[src/rtl/monitor_pkg.sv]
// Shared types and helpers for the automata stage report path: the event
// layout {vec, offset} and a lowest-set-bit priority encoder.
package monitor_pkg;

  localparam int DEF_NUM_REPORTS = 20;
  localparam int DEF_OFFSET_W    = 32;
  localparam int NUM_REPORTS     = DEF_NUM_REPORTS;
  localparam int ID_W            = $clog2(NUM_REPORTS);
  localparam int ENC_W           = 64;

  typedef struct packed {
    logic [NUM_REPORTS-1:0]  vec;
    logic [DEF_OFFSET_W-1:0] offset;
  } report_event_t;

  // Index of the lowest set bit; 0 when the vector is empty.
  function automatic int lowest_set_idx(input logic [ENC_W-1:0] vec);
    int idx;
    idx = 0;
    for (int i = ENC_W - 1; i >= 0; i--) begin
      if (vec[i]) idx = i;
      else        idx = idx;
    end
    return idx;
  endfunction

endpackage

[src/rtl/report_event_fifo.sv]
// Synchronous event FIFO with an extra pointer bit for full detection; a pop
// in the same cycle frees room for a push into a full FIFO.
module report_event_fifo #(
  parameter int DW    = 52,
  parameter int DEPTH = 8
) (
  input  logic          clk_i,
  input  logic          rst_i,
  input  logic          push_i,
  input  logic [DW-1:0] push_data_i,
  input  logic          pop_i,
  output logic [DW-1:0] rd_data_o,
  output logic          full_o,
  output logic          empty_o
);

  localparam int AW = $clog2(DEPTH);
  localparam int PW = AW + 1;

  logic [DW-1:0] mem_q [DEPTH];
  logic [PW-1:0] wr_q;
  logic [PW-1:0] rd_q;
  logic          push_ok_s;
  logic          pop_ok_s;

  assign full_o    = (wr_q[AW] != rd_q[AW]) && (wr_q[AW-1:0] == rd_q[AW-1:0]);
  assign empty_o   = (wr_q == rd_q);
  assign pop_ok_s  = pop_i && !empty_o;
  assign push_ok_s = push_i && (!full_o || pop_ok_s);
  assign rd_data_o = mem_q[rd_q[AW-1:0]];

  // Storage and pointer update.
  always_ff @(posedge clk_i or posedge rst_i) begin
    if (rst_i) begin
      wr_q <= '0;
      rd_q <= '0;
      for (int i = 0; i < DEPTH; i++) mem_q[i] <= '0;
    end else begin
      if (push_ok_s) begin
        mem_q[wr_q[AW-1:0]] <= push_data_i;
        wr_q                <= wr_q + PW'(1);
      end
      if (pop_ok_s) begin
        rd_q <= rd_q + PW'(1);
      end
    end
  end

endmodule

[src/rtl/automata_stage_report_pipe.sv]
// Registers the symbol stream for the next automata stage and serialises the
// automata report vectors into a tagged (id, offset) event stream.
module automata_stage_report_pipe
  import monitor_pkg::*;
#(
  parameter int SYMBOL_W    = 8,
  parameter int NUM_REPORTS = DEF_NUM_REPORTS,
  parameter int REPORT_LAT  = 1,
  parameter int FIFO_DEPTH  = 8,
  parameter int OFFSET_W    = DEF_OFFSET_W
) (
  input  logic                           clk,
  input  logic                           reset,
  input  logic                           run,
  input  logic [SYMBOL_W-1:0]            in_symbols,
  input  logic                           in_reset,
  input  logic                           report_valid,
  input  logic [NUM_REPORTS-1:0]         report_in,
  output logic [SYMBOL_W-1:0]            out_symbols,
  output logic                           out_reset,
  output logic                           out_run,
  output logic                           rpt_valid,
  input  logic                           rpt_ready,
  output logic [$clog2(NUM_REPORTS)-1:0] rpt_id,
  output logic [OFFSET_W-1:0]            rpt_offset,
  output logic                           overflow,
  input  logic                           clr_overflow,
  output logic [15:0]                    drop_cnt
);

  localparam int RID_W = $clog2(NUM_REPORTS);
  localparam int EV_W  = NUM_REPORTS + OFFSET_W;

  logic [SYMBOL_W-1:0]    out_symbols_q;
  logic                   out_reset_q;
  logic                   out_run_q;
  logic [OFFSET_W-1:0]    off_q;
  logic [OFFSET_W-1:0]    off_d;
  logic [OFFSET_W-1:0]    tag_q [REPORT_LAT];
  logic [NUM_REPORTS-1:0] done_mask_q;
  logic [NUM_REPORTS-1:0] done_mask_d;
  logic                   overflow_q;
  logic                   overflow_d;
  logic [15:0]            drop_cnt_q;
  logic [15:0]            drop_cnt_d;

  logic                   push_s;
  logic                   fifo_full_s;
  logic                   fifo_empty_s;
  logic                   fire_s;
  logic                   last_s;
  logic                   pop_s;
  logic                   drop_s;
  logic [EV_W-1:0]        head_s;
  logic [NUM_REPORTS-1:0] head_vec_s;
  logic [OFFSET_W-1:0]    head_off_s;
  logic [NUM_REPORTS-1:0] pend_s;
  logic [NUM_REPORTS-1:0] sel_s;
  logic [ENC_W-1:0]       enc_in_s;
  logic [RID_W-1:0]       id_s;

  // A restarting symbol keeps the old count; the symbol after it is offset 0.
  always_comb begin
    off_d = off_q;
    if (run) begin
      if (in_reset) off_d = '0;
      else          off_d = off_q + OFFSET_W'(1);
    end else begin
      off_d = off_q;
    end
  end

  // Symbol pipe, offset counter and report-latency offset delay line.
  always_ff @(posedge clk or posedge reset) begin
    if (reset) begin
      out_symbols_q <= '0;
      out_reset_q   <= 1'b0;
      out_run_q     <= 1'b0;
      off_q         <= '0;
      for (int i = 0; i < REPORT_LAT; i++) tag_q[i] <= '0;
    end else begin
      out_run_q <= run;
      off_q     <= off_d;
      if (run) begin
        out_symbols_q <= in_symbols;
        out_reset_q   <= in_reset;
        tag_q[0]      <= off_q;
        for (int i = 1; i < REPORT_LAT; i++) tag_q[i] <= tag_q[i-1];
      end
    end
  end

  assign push_s = report_valid && (report_in != '0);

  report_event_fifo #(
    .DW   (EV_W),
    .DEPTH(FIFO_DEPTH)
  ) u_fifo (
    .clk_i      (clk),
    .rst_i      (reset),
    .push_i     (push_s),
    .push_data_i({report_in, tag_q[REPORT_LAT-1]}),
    .pop_i      (pop_s),
    .rd_data_o  (head_s),
    .full_o     (fifo_full_s),
    .empty_o    (fifo_empty_s)
  );

  assign {head_vec_s, head_off_s} = head_s;
  assign pend_s = head_vec_s & ~done_mask_q;

  // Zero-extend the pending bits to the shared encoder width.
  always_comb begin
    enc_in_s                  = '0;
    enc_in_s[NUM_REPORTS-1:0] = pend_s;
  end

  assign id_s   = RID_W'(lowest_set_idx(enc_in_s));
  assign sel_s  = NUM_REPORTS'(1) << id_s;
  assign fire_s = !fifo_empty_s && rpt_ready;
  assign last_s = ((pend_s & ~sel_s) == '0);
  assign pop_s  = fire_s && last_s;
  assign drop_s = push_s && fifo_full_s && !pop_s;

  // Completed bits of the head batch; cleared as the batch leaves.
  always_comb begin
    done_mask_d = done_mask_q;
    if (pop_s)       done_mask_d = '0;
    else if (fire_s) done_mask_d = done_mask_q | sel_s;
    else             done_mask_d = done_mask_q;
  end

  // A drop outranks a same-cycle clear so that the drop is never lost.
  always_comb begin
    overflow_d = overflow_q;
    drop_cnt_d = drop_cnt_q;
    if (drop_s) begin
      overflow_d = 1'b1;
      if (clr_overflow)                drop_cnt_d = 16'd1;
      else if (drop_cnt_q != 16'hFFFF) drop_cnt_d = drop_cnt_q + 16'd1;
      else                             drop_cnt_d = drop_cnt_q;
    end else if (clr_overflow) begin
      overflow_d = 1'b0;
      drop_cnt_d = 16'd0;
    end else begin
      overflow_d = overflow_q;
      drop_cnt_d = drop_cnt_q;
    end
  end

  // Serializer and overflow state.
  always_ff @(posedge clk or posedge reset) begin
    if (reset) begin
      done_mask_q <= '0;
      overflow_q  <= 1'b0;
      drop_cnt_q  <= 16'd0;
    end else begin
      done_mask_q <= done_mask_d;
      overflow_q  <= overflow_d;
      drop_cnt_q  <= drop_cnt_d;
    end
  end

  assign out_symbols = out_symbols_q;
  assign out_reset   = out_reset_q;
  assign out_run     = out_run_q;
  assign rpt_valid   = !fifo_empty_s;
  assign rpt_id      = rpt_valid ? id_s : '0;
  assign rpt_offset  = rpt_valid ? head_off_s : '0;
  assign overflow    = overflow_q;
  assign drop_cnt    = drop_cnt_q;

endmodule

[config.mk]
export PLATFORM = sky130hd
export DESIGN_NAME = automata_stage_report_pipe
export DESIGN_NICKNAME = d
export VERILOG_FILES = /design/src/rtl/monitor_pkg.sv /design/src/rtl/report_event_fifo.sv /design/src/rtl/automata_stage_report_pipe.sv
export SDC_FILE = /design/constraint.sdc
export NUM_CORES = 1
export LEC_CHECK = 0
export CELL_PAD_IN_SITES_DETAIL_PLACEMENT = 1
export CELL_PAD_IN_SITES_GLOBAL_PLACEMENT = 1
export CORE_MARGIN = 10
export CORE_UTILIZATION = 40
export DETAILED_ROUTE_END_ITERATION = 8
export HOLD_SLACK_MARGIN = 0.03
export PLACE_DENSITY = 0.69
export SETUP_SLACK_MARGIN = 0.5
export SYNTH_ARGS = -nofsm -noshare
export SYNTH_HDL_FRONTEND = slang
export SYNTH_SLANG_ARGS = --single-unit
[constraint.sdc]
create_clock -name clk -period 19.5 [get_ports clk]
set_input_delay 1.95 -clock clk [delete_from_list [all_inputs] [get_ports clk]]
set_output_delay 1.95 -clock clk [all_outputs]
set_load 0.02 [all_outputs]
# --- Yosys cells after proc, flatten, opt, wreduce, memory -nomap -nowiden ---
# Index checks and enable logic that the tools add are counted.
totals:
  ff_bits: 535
  inputBits: 35
  out_inout_bits: 65
  wordCells: 93
op_classes:
  addsub: 4
  magnitude_cmp: 3
  n_eq_ne: 4
  shifts: 1
  mux: 37
  bitwise_logic: 7
  reduce_logical: 19
op_table:
  columns: ["cell", "n"]
  rows:
  - ["416-bit bitwise mux", 1]
  - ["52-bit binary-select mux with 3-bit select", 1]
  - ["52-bit demux with 3-bit select", 1]
  - ["52-bit 2-to-1 mux", 3]
  - ["5-bit 2-to-1 mux", 21]
  - ["16-bit 2-to-1 mux", 4]
  - ["32-bit 2-to-1 mux", 2]
  - ["20-bit AND", 2]
  - ["20-bit 2-to-1 mux", 2]
  - ["20-bit NOT", 2]
  - ["32-bit by 1-bit adder with 32-bit output, second input constant", 1]
  - ["20-bit zero test", 1]
  - ["20-bit OR", 1]
  - ["20-bit nonzero test", 1]
  - ["1-bit by 5-bit << shifter with 20-bit output, first input constant", 1]
  - ["16-bit by 1-bit adder with 16-bit output, second input constant", 1]
  - ["16-bit != test, second input constant", 1]
  - ["1-bit logical AND", 9]
  - ["4-bit by 1-bit adder with 4-bit output, second input constant", 2]
  - ["4-bit >= comparator, second input constant", 2]
  - ["3-bit NOT with 4-bit output", 2]
  - ["2-bit nonzero test", 3]
  - ["4-bit equality test", 1]
  - ["4-bit by 1-bit less-than comparator with 1-bit output, second input constant", 1]
  - ["other kinds (6)", 9]

# --- Longest topological paths before layout ---
depth:
  word_depth: 34
  mapped_depth: 17
  ltp_nobuf: 11

# --- Hierarchy ---
# Synthesis repeated with hierarchy kept, for this count alone.
unflattened:
  hier_cells: 1851
  hier_area_um2: 24541.0
by_module_without_submodules:
  columns: ["module", "instances", "cells_each", "area_each_um2", "seq_area_each_um2"]
  rows:
  - ["report_event_fifo", 1, 1231, 18542.8, 10610.2]
  - ["automata_stage_report_pipe", 1, 620, 5998.3, 2777.7]

# --- Worst setup path before layout ---
# OpenSTA, ideal clock, no wires.
synth_timing:
  kind: "register to output"
  start: "register u_fifo.rd_q[1]"
  end: "output port rpt_id[0]"
  arrival_time_ns: 2.976
  required_time_ns: 17.550
  slack_ns: 14.574
  stages_incl_launch_ff: 11
  n_path_buf: 2
  path_cell_list: "dfrtp_1 buf_2 buf_6 mux4_2 mux2_2 and2_1 a2111oi_0 o31ai_1 o21ai_1 a21oi_1 nor3_1"
synth_via:
  elab_chain_len: 26
  elab_cells_between_ends: 27
  classes_between: "eq/ne (1); mux (24); bitwise (2)"
synth_rtl:
  columns: ["item", "line_no", "rtl"]
  rows:
  - ["from (decl)", "report_event_fifo.sv:22", "logic [PW-1:0] rd_q;"]
  - ["from (signal assigned)", "report_event_fifo.sv:44", "rd_q <= rd_q + PW'(1);"]
  - ["3-bit NOT with 4-bit output (implied by the code)", "report_event_fifo.sv:30", "assign rd_data_o = mem_q[rd_q[AW-1:0]];"]
  - ["52-bit binary-select mux with 3-bit select", "report_event_fifo.sv:30", null]
  - ["52-bit 2-to-1 mux (implied by the code) (2 in a row)", "report_event_fifo.sv:30", null]
  - ["20-bit AND", "automata_stage_report_pipe.sv:110", "assign pend_s = head_vec_s & ~done_mask_q;"]
  - ["5-bit 2-to-1 mux (20 in a row)", "monitor_pkg.sv:21", "if (vec[i]) idx = i;"]
  - ["5-bit 2-to-1 mux *", "automata_stage_report_pipe.sv:168", "assign rpt_id = rpt_valid ? id_s : '0;"]
  - ["to (decl)", "automata_stage_report_pipe.sv:24", "output logic [$clog2(NUM_REPORTS)-1:0] rpt_id,"]
# Mark *: on every way between the ends. The rest lies on a longest branch, timed or not. The select of a mux whose other input is x is not followed.

# --- Worst setup path in the final report ---
layout_timing:
  start: "register u_fifo.rd_q[1]"
  end: "register u_fifo.mem_q[384] in the netlist's numbering"
layout_via:
  elab_chain_len: 33
  elab_cells_between_ends: 39
  classes_between: "eq/ne (2); shift (1); mux (23); bitwise (4); reduce/logical (9)"
layout_rtl:
  columns: ["item", "line_no", "rtl"]
  rows:
  - ["3-bit NOT with 4-bit output (implied by the code)", "report_event_fifo.sv:30", null]
  - ["52-bit binary-select mux with 3-bit select", "report_event_fifo.sv:30", null]
  - ["52-bit 2-to-1 mux (implied by the code) (2 in a row)", "report_event_fifo.sv:30", null]
  - ["20-bit AND", "automata_stage_report_pipe.sv:110", null]
  - ["5-bit 2-to-1 mux (20 in a row)", "monitor_pkg.sv:21", null]
  - ["1-bit by 5-bit << shifter with 20-bit output", "automata_stage_report_pipe.sv:119", "assign sel_s = NUM_REPORTS'(1) << id_s;"]
  - ["20-bit NOT", "automata_stage_report_pipe.sv:121", "assign last_s = ((pend_s & ~sel_s) == '0);"]
  - ["20-bit AND", "automata_stage_report_pipe.sv:121", null]
  - ["20-bit zero test", "automata_stage_report_pipe.sv:121", null]
  - ["1-bit logical AND", "automata_stage_report_pipe.sv:122", "assign pop_s = fire_s && last_s;"]
  - ["1-bit logical AND", "report_event_fifo.sv:28", "assign pop_ok_s = pop_i && !empty_o;"]
  - ["1-bit logical OR *", "report_event_fifo.sv:29", "assign push_ok_s = push_i && (!full_o || pop_ok_s);"]
  - ["1-bit logical AND *", "report_event_fifo.sv:29", null]
  - ["to (signal, indexed assignment)", "report_event_fifo.sv:40", "mem_q[wr_q[AW-1:0]] <= push_data_i;"]
  - ["to (decl)", "report_event_fifo.sv:20", "logic [DW-1:0] mem_q [DEPTH];"]
# Marks and branches as above.
# A chain may end at the register's enable or synchronous reset.

==> impl_metrics.ini <==
[drt]
drt_wl_total_um = 73400
ant_nets = 0
routedWlPerCell_um = 27.0
via_count = 17000
routed-wl-met2_um = 35900
drc_errors = 0
viasPerCell = 6.25
first_iter_violations = 1120
met1Wirelength_um = 32300
highest_layer = met4
first_pass_iters = 5
met3_length_um = 3560

[setup_path]
crit_path_top_delay_cell = dfrtp_4
required_ns = 19.95
critical_path_class = reg2reg
path_cells = buf_4 > mux4_2 > mux2i_1 > a2bb2oi_2 > o2111ai_1 > a21boi_1 > nand3_1 > a2111oi_0 > o31ai_1 > nor4_4 > buf_4 > o2111ai_4 > buf_4 > o2bb2ai_1
path_buf_inv = 3
cp.arrival_ns = 8.32
max_stage_delay_ns = 1.02
startpoint_type = flip-flop
worstSetupEndpointType = flip-flop
worstPathMaxFanout = 67
crit_family = compound AO/OA/AOI/OAI gates
critPathMostFrequentCell = buf_4

[power]
vdd_ir_drop_max_mv = 0.0774
p_leak_uw = 0.0111
powerDensity_nw_per_um2 = 141
total_power_uw = 3900

[timing]
setup_viol = 0
fin_worst_skew_ns = 0.0180
finalCriticalPeriod_ns = 7.86
slew_violations = 0
tns_ns = 0
fin_crit_sh_pct = 40.3
final-hold-violation-count = 0
slew_headroom_pct = 10.0
rsz0062_at_grt = no
worst_slew_pin_slew_ns = 1.35
setup_ws_ns = 11.64
max_freq_mhz = 127
worst_hold_slack_ns = 0.480

[yosys]
synthArstFlopShare_pct = 100
synth-edff-count = 0
synth_area_um2 = 24100
muxShareOfSynthArea_pct = 14.1
synth_compound_area_share_pct = 18.6
synth_seq_cells = 535
syn_nets = 1908
yosysWarnings = 0
synth_fa_ha_area_share_pct = 0.208
ys_types = 65
syn_inst = 1869
ys.flop_type = dfrtp_1
syn_avg_cell_area_um2 = 12.9
synthXorXnorAreaFrac_pct = 1.27
synthTopCellsByArea = dfrtp_1, o2bb2ai_1, mux4_2, mux2i_1, mux2_2
seq_area_frac_synth_pct = 55.6
synth_top_family_by_area = compound AO/OA/AOI/OAI gates
synth_top_area_share_pct = 55.6
yosys.area.top_type = dfrtp_1
synth_simple_gate_area_share_pct = 7.26

[global_routing]
grt_max_degree = 182
grt_usage_pct = 20.8
grt_pass1_wl_um = 116000
grt_pass1_vias = 18800
antenna_found_initial = 0
gr-total-overflow = 0

[final_layout]
area.sequential_um2 = 13400
drive_above_1_share_pct = 15.5
syn2layout_area_growth_pct = 14.7
antenna_cells = 0
postLayoutCellArea_um2 = 27600
multi_input_area_um2 = 10100
n_fill_cell = 5995
fin_nets = 1940

[job]
max_cap_viol_count = 0

[floorplan]
coreArea_um2 = 59400
dieArea_um2 = 70500
dieHeight_um = 265
initial_core_util_pct = 40.6
rows = 89
die_w_um = 265
ios = 100

[cts]
clockBufferDepth = 3
insertion_delay_ns = 0.61
cts_sinks = 535
post_cts_resize_count = 0
clock-root-buffer = clkbuf_16
hold_buffers = 0
cts_tree = done
cts_inserted_buffers = 56
cts_setup_buffers = 0
clk_pin_slew_ns = 0.06
htree_levels = 2

[placed_design]
postPlaceCellArea_um2 = 25800
gp_congestion = 0.912
dp.final_hpwl_um = 41400
port_buffers = 99
pre_cts_ws_ns = 11.75

[hold_path]
hold_class = reg2reg

[status]
status = complete, no violations
==> final timing paths <==
check / from / endpoint / slack, ns / depth (start not counted)
worst min-delay path: u_fifo.mem_q[77] / u_fifo.mem_q[77] / 0.48 / 1
worst max register to register: u_fifo.rd_q[1] / u_fifo.mem_q[384] / 11.64 / 14
min in group asynchronous: reset / drop_cnt[10] / 1.93 / 2
worst max-delay path: u_fifo.rd_q[1] / u_fifo.mem_q[384] / 11.64 / 14
worst min register to register: u_fifo.mem_q[77] / u_fifo.mem_q[77] / 0.48 / 1
max in group asynchronous: reset / u_fifo.mem_q[31] / 14.29 / 5
==> routing by layer <==
layer  global-route usage (%)  up-vias
met5                        0        -
met3                     3.21      107
li1                         -     7224
met4                     5.54        0
met2                     34.8      462
met1                     27.9     9189
==> cells by family after synthesis <==
group / count (synthesis)
xor+xnor: 35
fa+ha+maj: 4
simple gates: 383
buf+inv: 172
compound gates: 537
mux: 203
flops: 535
==> area by class of cell <==
type	count	share of cell area, %
Sequential cell	535	48.5
Clock buffer	80	6.02
Clock inverter	21	0.783
Tap cell	773	3.50
Multi-Input combinational cell	1162	36.6
Inverter	19	0.285
Timing Repair Buffer	127	4.37
==> flip-flops by register name, indices dropped and copies added, names as in the netlist <==
register / count
done_mask_q: 20
drop_cnt: 16
off_q: 32
out_reset: 1
out_run: 1
out_symbols: 8
overflow: 1
tag_q: 32
u_fifo.mem_q: 416
u_fifo.rd_q: 4
u_fifo.wr_q: 4
==> Yosys cell counts, drive strengths merged (19+ instances only) <==
| cell | number |
|---|---|
| dfrtp | 535 |
| o2bb2ai | 418 |
| nand2 | 138 |
| nor2 | 121 |
| mux4 | 104 |
| clkbuf | 87 |
| buf | 66 |
| mux2i | 52 |
| mux2 | 47 |
| a21oi | 38 |
| nand3 | 26 |
| xor2 | 26 |
| nor3 | 21 |
| inv | 19 |
==> report_power, final <==
part	internal (uW)	total [uW]	switching (uW)
clock	642	1090	452
combinational	483	1330	846
sequential	1320	1480	161
total	2440	3900	1460
==> layout by cell type (no fill, tap or decap), types with 12 or more instances in the layout <==
cell type	instances
dfrtp_1	531
o2bb2ai_1	418
nand2_1	138
nor2_1	121
mux4_2	104
clkdlybuf4s50_1	98
clkbuf_16	57
mux2i_1	52
mux2_2	46
a21oi_1	38
buf_4	27
nand3_1	26
xor2_1	26
nor3_1	21
inv_1	17
clkbuf_8	15
clkinv_2	13
or3_1	12
==> through the flow <==
step / utilization [%] / std cells
2_1_floorplan: - / 1869
3_3_place_gp: 43.4 / 2616
3_5_place_dp: 43.4 / 2616
4_1_cts: 46.6 / 2717
5_1_grt: 46.6 / 2717
6_report: 46.6 / 2717
Power figures use the tool's default switching activity.
